--- config.mk ---
export PLATFORM = sky130hd
export DESIGN_NAME = shift_sequencer_flat
export DESIGN_NICKNAME = d
export VERILOG_FILES = /design/src/rtl/shift_sequencer_pkg.sv /design/src/rtl/shift_sequencer_if.sv /design/src/rtl/shift_sequencer_usr.sv /design/src/rtl/shift_sequencer.sv /design/src/flat_wrapper.sv
export SDC_FILE = /design/constraint.sdc
export NUM_CORES = 1
export LEC_CHECK = 0
export ABC_AREA = 1
export BUFFER_PORTS_ARGS = -buffer_cell sky130_fd_sc_hd__buf_2
export CORE_MARGIN = 1.5
export CORE_UTILIZATION = 45
export DETAILED_ROUTE_END_ITERATION = 12
export GPL_ROUTABILITY_DRIVEN = 0
export GPL_TIMING_DRIVEN = 0
export PLACE_DENSITY = 0.66
export SLEW_MARGIN = 20
export SYNTH_ARGS = -nofsm -noshare
export SYNTH_HDL_FRONTEND = slang
export SYNTH_SLANG_ARGS = --single-unit
export TNS_END_PERCENT = 10
--- constraint.sdc ---
create_clock -name clk -period 2.8 [get_ports clk]
set_input_delay 0.14 -clock clk [delete_from_list [all_inputs] [get_ports clk]]
set_output_delay 0.14 -clock clk [all_outputs]
set_load 0.03 [all_outputs]
--- src/rtl/shift_sequencer_pkg.sv ---
// Shared encodings for the shift sequencer: command ops, FSM states, register modes.
// Pure declarations; no logic, no latency, no backpressure.
package shseq_pkg;

  localparam int DATA_W = 4;
  localparam int CNT_W  = 3;

  typedef enum logic [1:0] {
    OP_LOAD = 2'b00,
    OP_SHL  = 2'b01,
    OP_SHR  = 2'b10,
    OP_ROTL = 2'b11
  } op_e;

  typedef enum logic [1:0] {
    ST_IDLE  = 2'b00,
    ST_LOAD  = 2'b01,
    ST_SHIFT = 2'b10,
    ST_DONE  = 2'b11
  } state_e;

  typedef enum logic [1:0] {
    MODE_HOLD = 2'b00,
    MODE_SHL  = 2'b01,
    MODE_SHR  = 2'b10,
    MODE_LOAD = 2'b11
  } mode_e;

endpackage

--- src/rtl/shift_sequencer_if.sv ---
// Command/status bundle between a command source (master) and the sequencer (slave).
// Valid/ready on the command side; status outputs are free-running.
interface shift_sequencer_if;
  import shseq_pkg::*;

  logic              cmd_valid;
  logic              cmd_ready;
  logic [1:0]        cmd_op;
  logic [DATA_W-1:0] cmd_data;
  logic [CNT_W-1:0]  cmd_cnt;
  logic              ser_in;
  logic              ser_out;
  logic              busy;
  logic              done;
  logic [DATA_W-1:0] result;

  modport master (
    output cmd_valid, cmd_op, cmd_data, cmd_cnt, ser_in,
    input  cmd_ready, ser_out, busy, done, result
  );

  modport slave (
    input  cmd_valid, cmd_op, cmd_data, cmd_cnt, ser_in,
    output cmd_ready, ser_out, busy, done, result
  );

endinterface

--- src/rtl/shift_sequencer_usr.sv ---
// 4-bit universal shift register: {s1,s0} 00 hold, 01 shift left, 10 shift right, 11 load.
// One-cycle update per clock; async active-high clear; no backpressure.
module universalShiftRegister
  import shseq_pkg::*;
(
  input  logic              clk,
  input  logic              clear,
  input  logic              s1,
  input  logic              s0,
  input  logic              left_in,
  input  logic              right_in,
  input  logic [DATA_W-1:0] pa_in,
  output logic [DATA_W-1:0] pa_out,
  output logic              left_out,
  output logic              right_out
);

  logic [DATA_W-1:0] q;

  always_ff @(posedge clk or posedge clear) begin
    if (clear) begin
      q <= '0;
    end else begin
      case ({s1, s0})
        2'b01:   q <= {q[DATA_W-2:0], right_in};
        2'b10:   q <= {left_in, q[DATA_W-1:1]};
        2'b11:   q <= pa_in;
        default: q <= q;
      endcase
    end
  end

  assign pa_out    = q;
  assign left_out  = q[DATA_W-1];
  assign right_out = q[0];

endmodule

--- src/rtl/shift_sequencer.sv ---
// Sequences LOAD/SHL/SHR/ROTL commands onto a universal shift register; done after 1, 2 or cnt+1 cycles.
// Accepts one command only in IDLE (no queuing); ROTL enabled by SHIFT_SEQUENCER_ROTATE_EN, else op 11 is a no-op.
module shift_sequencer
  import shseq_pkg::*;
(
  input  logic              clk,
  input  logic              clr,
  shift_sequencer_if.slave  bus
);

  state_e            state_q, state_d;
  op_e               op_q;
  logic [DATA_W-1:0] data_q;
  logic [CNT_W-1:0]  cnt_q;
  logic              fill_q;
  logic              accept;

  mode_e             mode;
  logic              left_in, right_in;
  logic              left_out, right_out;
  logic              ser_bit;
  logic [DATA_W-1:0] reg_q;

  assign accept = bus.cmd_valid && (state_q == ST_IDLE);

  always_ff @(posedge clk or posedge clr) begin
    if (clr) begin
      state_q <= ST_IDLE;
    end else begin
      state_q <= state_d;
    end
  end

  // Command fields are captured at accept so the requester may change them while busy.
  always_ff @(posedge clk or posedge clr) begin
    if (clr) begin
      op_q   <= OP_LOAD;
      data_q <= '0;
      cnt_q  <= '0;
      fill_q <= 1'b0;
    end else if (accept) begin
      op_q   <= op_e'(bus.cmd_op);
      data_q <= bus.cmd_data;
      cnt_q  <= bus.cmd_cnt;
      fill_q <= bus.ser_in;
    end else if (state_q == ST_SHIFT) begin
      cnt_q  <= cnt_q - 1'b1;
    end
  end

  always_comb begin
    state_d = state_q;
    case (state_q)
      ST_IDLE: begin
        if (accept) begin
          case (op_e'(bus.cmd_op))
            OP_LOAD: state_d = ST_LOAD;
            OP_SHL,
            OP_SHR:  state_d = (bus.cmd_cnt == '0) ? ST_DONE : ST_SHIFT;
`ifdef SHIFT_SEQUENCER_ROTATE_EN
            OP_ROTL: state_d = (bus.cmd_cnt == '0) ? ST_DONE : ST_SHIFT;
`else
            OP_ROTL: state_d = ST_DONE;
`endif
            default: state_d = ST_DONE;
          endcase
        end
      end
      ST_LOAD:  state_d = ST_DONE;
      ST_SHIFT: state_d = (cnt_q == 1) ? ST_DONE : ST_SHIFT;
      ST_DONE:  state_d = ST_IDLE;
      default:  state_d = ST_IDLE;
    endcase
  end

  always_comb begin
    mode     = MODE_HOLD;
    left_in  = 1'b0;
    right_in = 1'b0;
    ser_bit  = 1'b0;
    case (state_q)
      ST_LOAD: mode = MODE_LOAD;
      ST_SHIFT: begin
        case (op_q)
          OP_SHL: begin
            mode     = MODE_SHL;
            right_in = fill_q;
            ser_bit  = left_out;
          end
          OP_SHR: begin
            mode     = MODE_SHR;
            left_in  = fill_q;
            ser_bit  = right_out;
          end
`ifdef SHIFT_SEQUENCER_ROTATE_EN
          OP_ROTL: begin
            mode     = MODE_SHL;
            right_in = left_out;
            ser_bit  = left_out;
          end
`endif
          default: mode = MODE_HOLD;
        endcase
      end
      default: mode = MODE_HOLD;
    endcase
  end

  universalShiftRegister u_usr (
    .clk       (clk),
    .clear     (clr),
    .s1        (mode[1]),
    .s0        (mode[0]),
    .left_in   (left_in),
    .right_in  (right_in),
    .pa_in     (data_q),
    .pa_out    (reg_q),
    .left_out  (left_out),
    .right_out (right_out)
  );

  assign bus.cmd_ready = (state_q == ST_IDLE);
  assign bus.busy      = (state_q != ST_IDLE);
  assign bus.done      = (state_q == ST_DONE);
  assign bus.ser_out   = ser_bit;
  assign bus.result    = reg_q;

endmodule
--- src/flat_wrapper.sv ---
// flat-port wrapper written by rule: the top's interface ports become plain ports
module shift_sequencer_flat import shseq_pkg::*;
  (clk, clr, bus_cmd_valid, bus_cmd_op, bus_cmd_data, bus_cmd_cnt, bus_ser_in, bus_cmd_ready, bus_ser_out, bus_busy, bus_done, bus_result);
  shift_sequencer_if bus_i ();
  input  logic clk;
  input  logic clr;
  input wire logic [$bits(bus_i.cmd_valid)-1:0] bus_cmd_valid;
  input wire logic [$bits(bus_i.cmd_op)-1:0] bus_cmd_op;
  input wire logic [$bits(bus_i.cmd_data)-1:0] bus_cmd_data;
  input wire logic [$bits(bus_i.cmd_cnt)-1:0] bus_cmd_cnt;
  input wire logic [$bits(bus_i.ser_in)-1:0] bus_ser_in;
  output wire logic [$bits(bus_i.cmd_ready)-1:0] bus_cmd_ready;
  output wire logic [$bits(bus_i.ser_out)-1:0] bus_ser_out;
  output wire logic [$bits(bus_i.busy)-1:0] bus_busy;
  output wire logic [$bits(bus_i.done)-1:0] bus_done;
  output wire logic [$bits(bus_i.result)-1:0] bus_result;
  assign bus_i.cmd_valid = bus_cmd_valid;
  assign bus_i.cmd_op = bus_cmd_op;
  assign bus_i.cmd_data = bus_cmd_data;
  assign bus_i.cmd_cnt = bus_cmd_cnt;
  assign bus_i.ser_in = bus_ser_in;
  assign bus_cmd_ready = bus_i.cmd_ready;
  assign bus_ser_out = bus_i.ser_out;
  assign bus_busy = bus_i.busy;
  assign bus_done = bus_i.done;
  assign bus_result = bus_i.result;
  shift_sequencer u_core (.clk(clk), .clr(clr), .bus(bus_i));
endmodule
==> flow_summary.json <==
{
  "max_freq_mhz": 612,
  "diodes": 0,
  "netlist_instances": 143,
  "crit_chain": "inv_1, ha_1, clkbuf_8, nand2_1, nor2_1, buf_2",
  "regArea_um2": 400,
  "finalCriticalPeriod_ns": 1.63,
  "vias": 955,
  "grt_antenna_before_repair": 0,
  "die_w_um": 52.1,
  "hold_viol": 0,
  "netlist_area_mm2": 0.00108,
  "critPathCaptureType": "primary output",
  "yosysWarningCount": 0,
  "cts_setup_buffers": 0,
  "combPwrFrac": 0.595,
  "first_iter_violations": 5,
  "final_max_slew_viol_count": 0,
  "grt_pass1_vias": 904,
  "grt_max_degree": 17,
  "fillers": 239,
  "cp.required_ns": 2.66,
  "tightest_slew_ns": 0.637,
  "grt_use_met1": 0.255,
  "total_power_mw": 1.44,
  "core.rowCount": 17,
  "fin_crit_sh": 0.584,
  "power.share.clock": 0.105,
  "outcome": "completed",
  "io_buffer_count": 20,
  "syn_nets": 169,
  "whs_path_depth": 3,
  "avgViaCountPerCell": 4.87,
  "finClkSkew_ns": 0.00139,
  "drive_above_1_share": 0.196,
  "power.density_mw_per_mm2": 1140,
  "layout.nets": 195,
  "finalSetupTns_ns": 0,
  "ys_ff_latch": 16,
  "cap_violations": 0,
  "drcViolationCount": 0,
  "rsz0062_at_grt": "false",
  "numClockSinks": 16,
  "met2_usage": 0.308,
  "crit_slowest_cell": "dfrtp_1",
  "hp-class": "input pin to flop",
  "h-tree-depth": 1,
  "cts_root_buf": "clkbuf_4",
  "coreArea_mm2": 0.00225,
  "grtUsageMet3": 0.0172,
  "setup_violations": 0,
  "cts_resized": 0,
  "cp_max_fo": 9,
  "hpwl_mm": 1.66,
  "die_area_mm2": 0.00271,
  "max_stage_delay_ns": 0.44,
  "internal_power_mw": 0.736,
  "worstSetupPathType": "flop to primary output",
  "clkTransAtPathRegs_ns": 0.10,
  "syn_avg_cell_area_um2": 7.59,
  "cts_buffers": 3,
  "grt_overflow": 0,
  "maxSlewHeadroom": 0.575,
  "swShare": 0.489,
  "die_y_um": 52.1,
  "yosysSeqAreaShare": 0.369,
  "peakVddDrop_uv": 545,
  "drt_first_pass_iters": 4,
  "top_level_ports": 21,
  "seqPwrFrac": 0.299,
  "grt_pass1_wl_mm": 3.82,
  "final_util": 0.562,
  "startpoint_type": "flop",
  "clk_latency_ns": 0.28,
  "busiest_layer": "met2",
  "cts_hold_buf": 1,
  "p_sw_mw": 0.704,
  "start_util": 0.481,
  "area_delta_synth_final_pct": 16.7,
  "clockBufferDepth": 2,
  "r2r_slack_ns": 1.19,
  "ant_nets": 0,
  "reg2reg_depth": 9,
  "finalWirelength_mm": 2.09,
  "synthDistinctLibCells": 20,
  "multiInputGateArea_um2": 584,
  "cts_tree": "yes",
  "crit_arrival_ns": 1.49,
  "track_usage": 0.188,
  "wl_per_cell_um": 10.6,
  "power.leakage_nw": 0.688
}
## kinds of logic (layout without fill, tap and decap cells)
family / Yosys count / count (layout) / share of synthesized area
AOI/OAI and AO/OA: 12 / 12 / 0.0623
DFF: 16 / 16 / 0.369
xor gates and xnor gates: 1 / 1 / 0.00808
adders and majority gates: 13 / 13 / 0.150
and+or+nand+nor: 79 / 79 / 0.318
buffers and inverters: 22 / 47 / 0.0923
## routing by layer
metal / wire [µm] / up-vias
met5: 0 / -
met3: 47 / 2
met2: 1020 / 12
met1: 1010 / 444
met4: 10 / 0
li1: - / 497
## registers in the layout, summed over array words and instances, names as in the netlist
name and cells:
u_core.state_q 2, u_core.data_q 4, u_core.u_usr.pa_out 4, u_core.fill_q 1, u_core.op_q 2, u_core.cnt_q 3
## critical path, delay by kind of cell, from the launching register on
family | cells | cell delay (ns)
buffers and inverters | 3 | 0.48
DFF | 1 | 0.44
and+or+nand+nor | 2 | 0.13
adders and majority gates | 1 | 0.16
## final timing paths
kind	from	to
setup reg to reg	u_core.state_q[1]	u_core.u_usr.pa_out[3]
max in group asynchronous	clr	u_core.state_q[1]
min in group asynchronous	clr	u_core.data_q[3]
hold / removal	bus_cmd_data[1]	u_core.data_q[1]
hold reg to reg	u_core.data_q[1]	u_core.data_q[1]
setup / recovery	u_core.state_q[0]	bus_ser_out
## stage by stage
step	area (µm²)	setup WS, ns	instances	hold slack, ns
after floorplan	1080	1.17	143	0.0537
after global placement	1220	1.22	191	0.251
after detailed placement	1220	1.20	191	0.256
after CTS	1270	1.15	196	0.0353
after global routing	1270	0.954	196	0.0515
final	1270	1.17	196	0.0442
## area by class of cell
class,count,area share
Multi-Input combinational cell,105,0.461
Timing Repair Buffer,21,0.0870
Tap cell,28,0.0277
Sequential cell,16,0.316
Buffer,4,0.0257
Inverter,18,0.0534
Clock buffer,4,0.0287
## power groups by stage
stage | combinational (mW) | clock, mW | sequential [mW]
floorplan | 0.669 | 0 | 0.438
global placement | 0.842 | 0 | 0.435
detailed placement | 0.857 | 0 | 0.437
CTS | 0.864 | 0.159 | 0.433
global route | 0.983 | 0.168 | 0.451
finish | 0.858 | 0.152 | 0.432
## cell usage after synthesis
| master | instances | area, µm² |
|---|---|---|
| o221ai_1 | 1 | 8.76 |
| buf_4 | 2 | 15.0 |
| nand3_1 | 9 | 45.0 |
| nand2_4 | 2 | 22.5 |
| inv_2 | 1 | 3.75 |
| clkbuf_8 | 1 | 13.8 |
| o21ai_0 | 6 | 30.0 |
| nor2_1 | 17 | 63.8 |
| dfrtp_1 | 16 | 400 |
| o311ai_0 | 1 | 8.76 |
| nand2_2 | 1 | 6.26 |
| nand3_2 | 1 | 10.0 |
| nor3_1 | 5 | 25.0 |
| ha_1 | 13 | 163 |
| inv_1 | 17 | 63.8 |
| xor2_1 | 1 | 8.76 |
| clkbuf_1 | 1 | 3.75 |
| a21oi_1 | 4 | 20.0 |
| nand2_1 | 43 | 161 |
| nor2_4 | 1 | 11.3 |
## layout by cell type (no fill, tap or decap)
cell           instances
nand3_1                9
nand2_2                1
a21oi_1                4
nor3_1                 5
xor2_1                 1
o221ai_1               1
dfrtp_1               16
buf_4                  2
dlygate4sd3_1          1
clkbuf_1               1
ha_1                  13
inv_2                  1
clkbuf_8               2
inv_1                 17
nor2_1                17
o311ai_0               1
clkbuf_4               3
nor2_4                 1
nand2_1               43
nand2_4                2
buf_2                 20
o21ai_0                6
nand3_2                1
(Power assumes the default switching activity.)
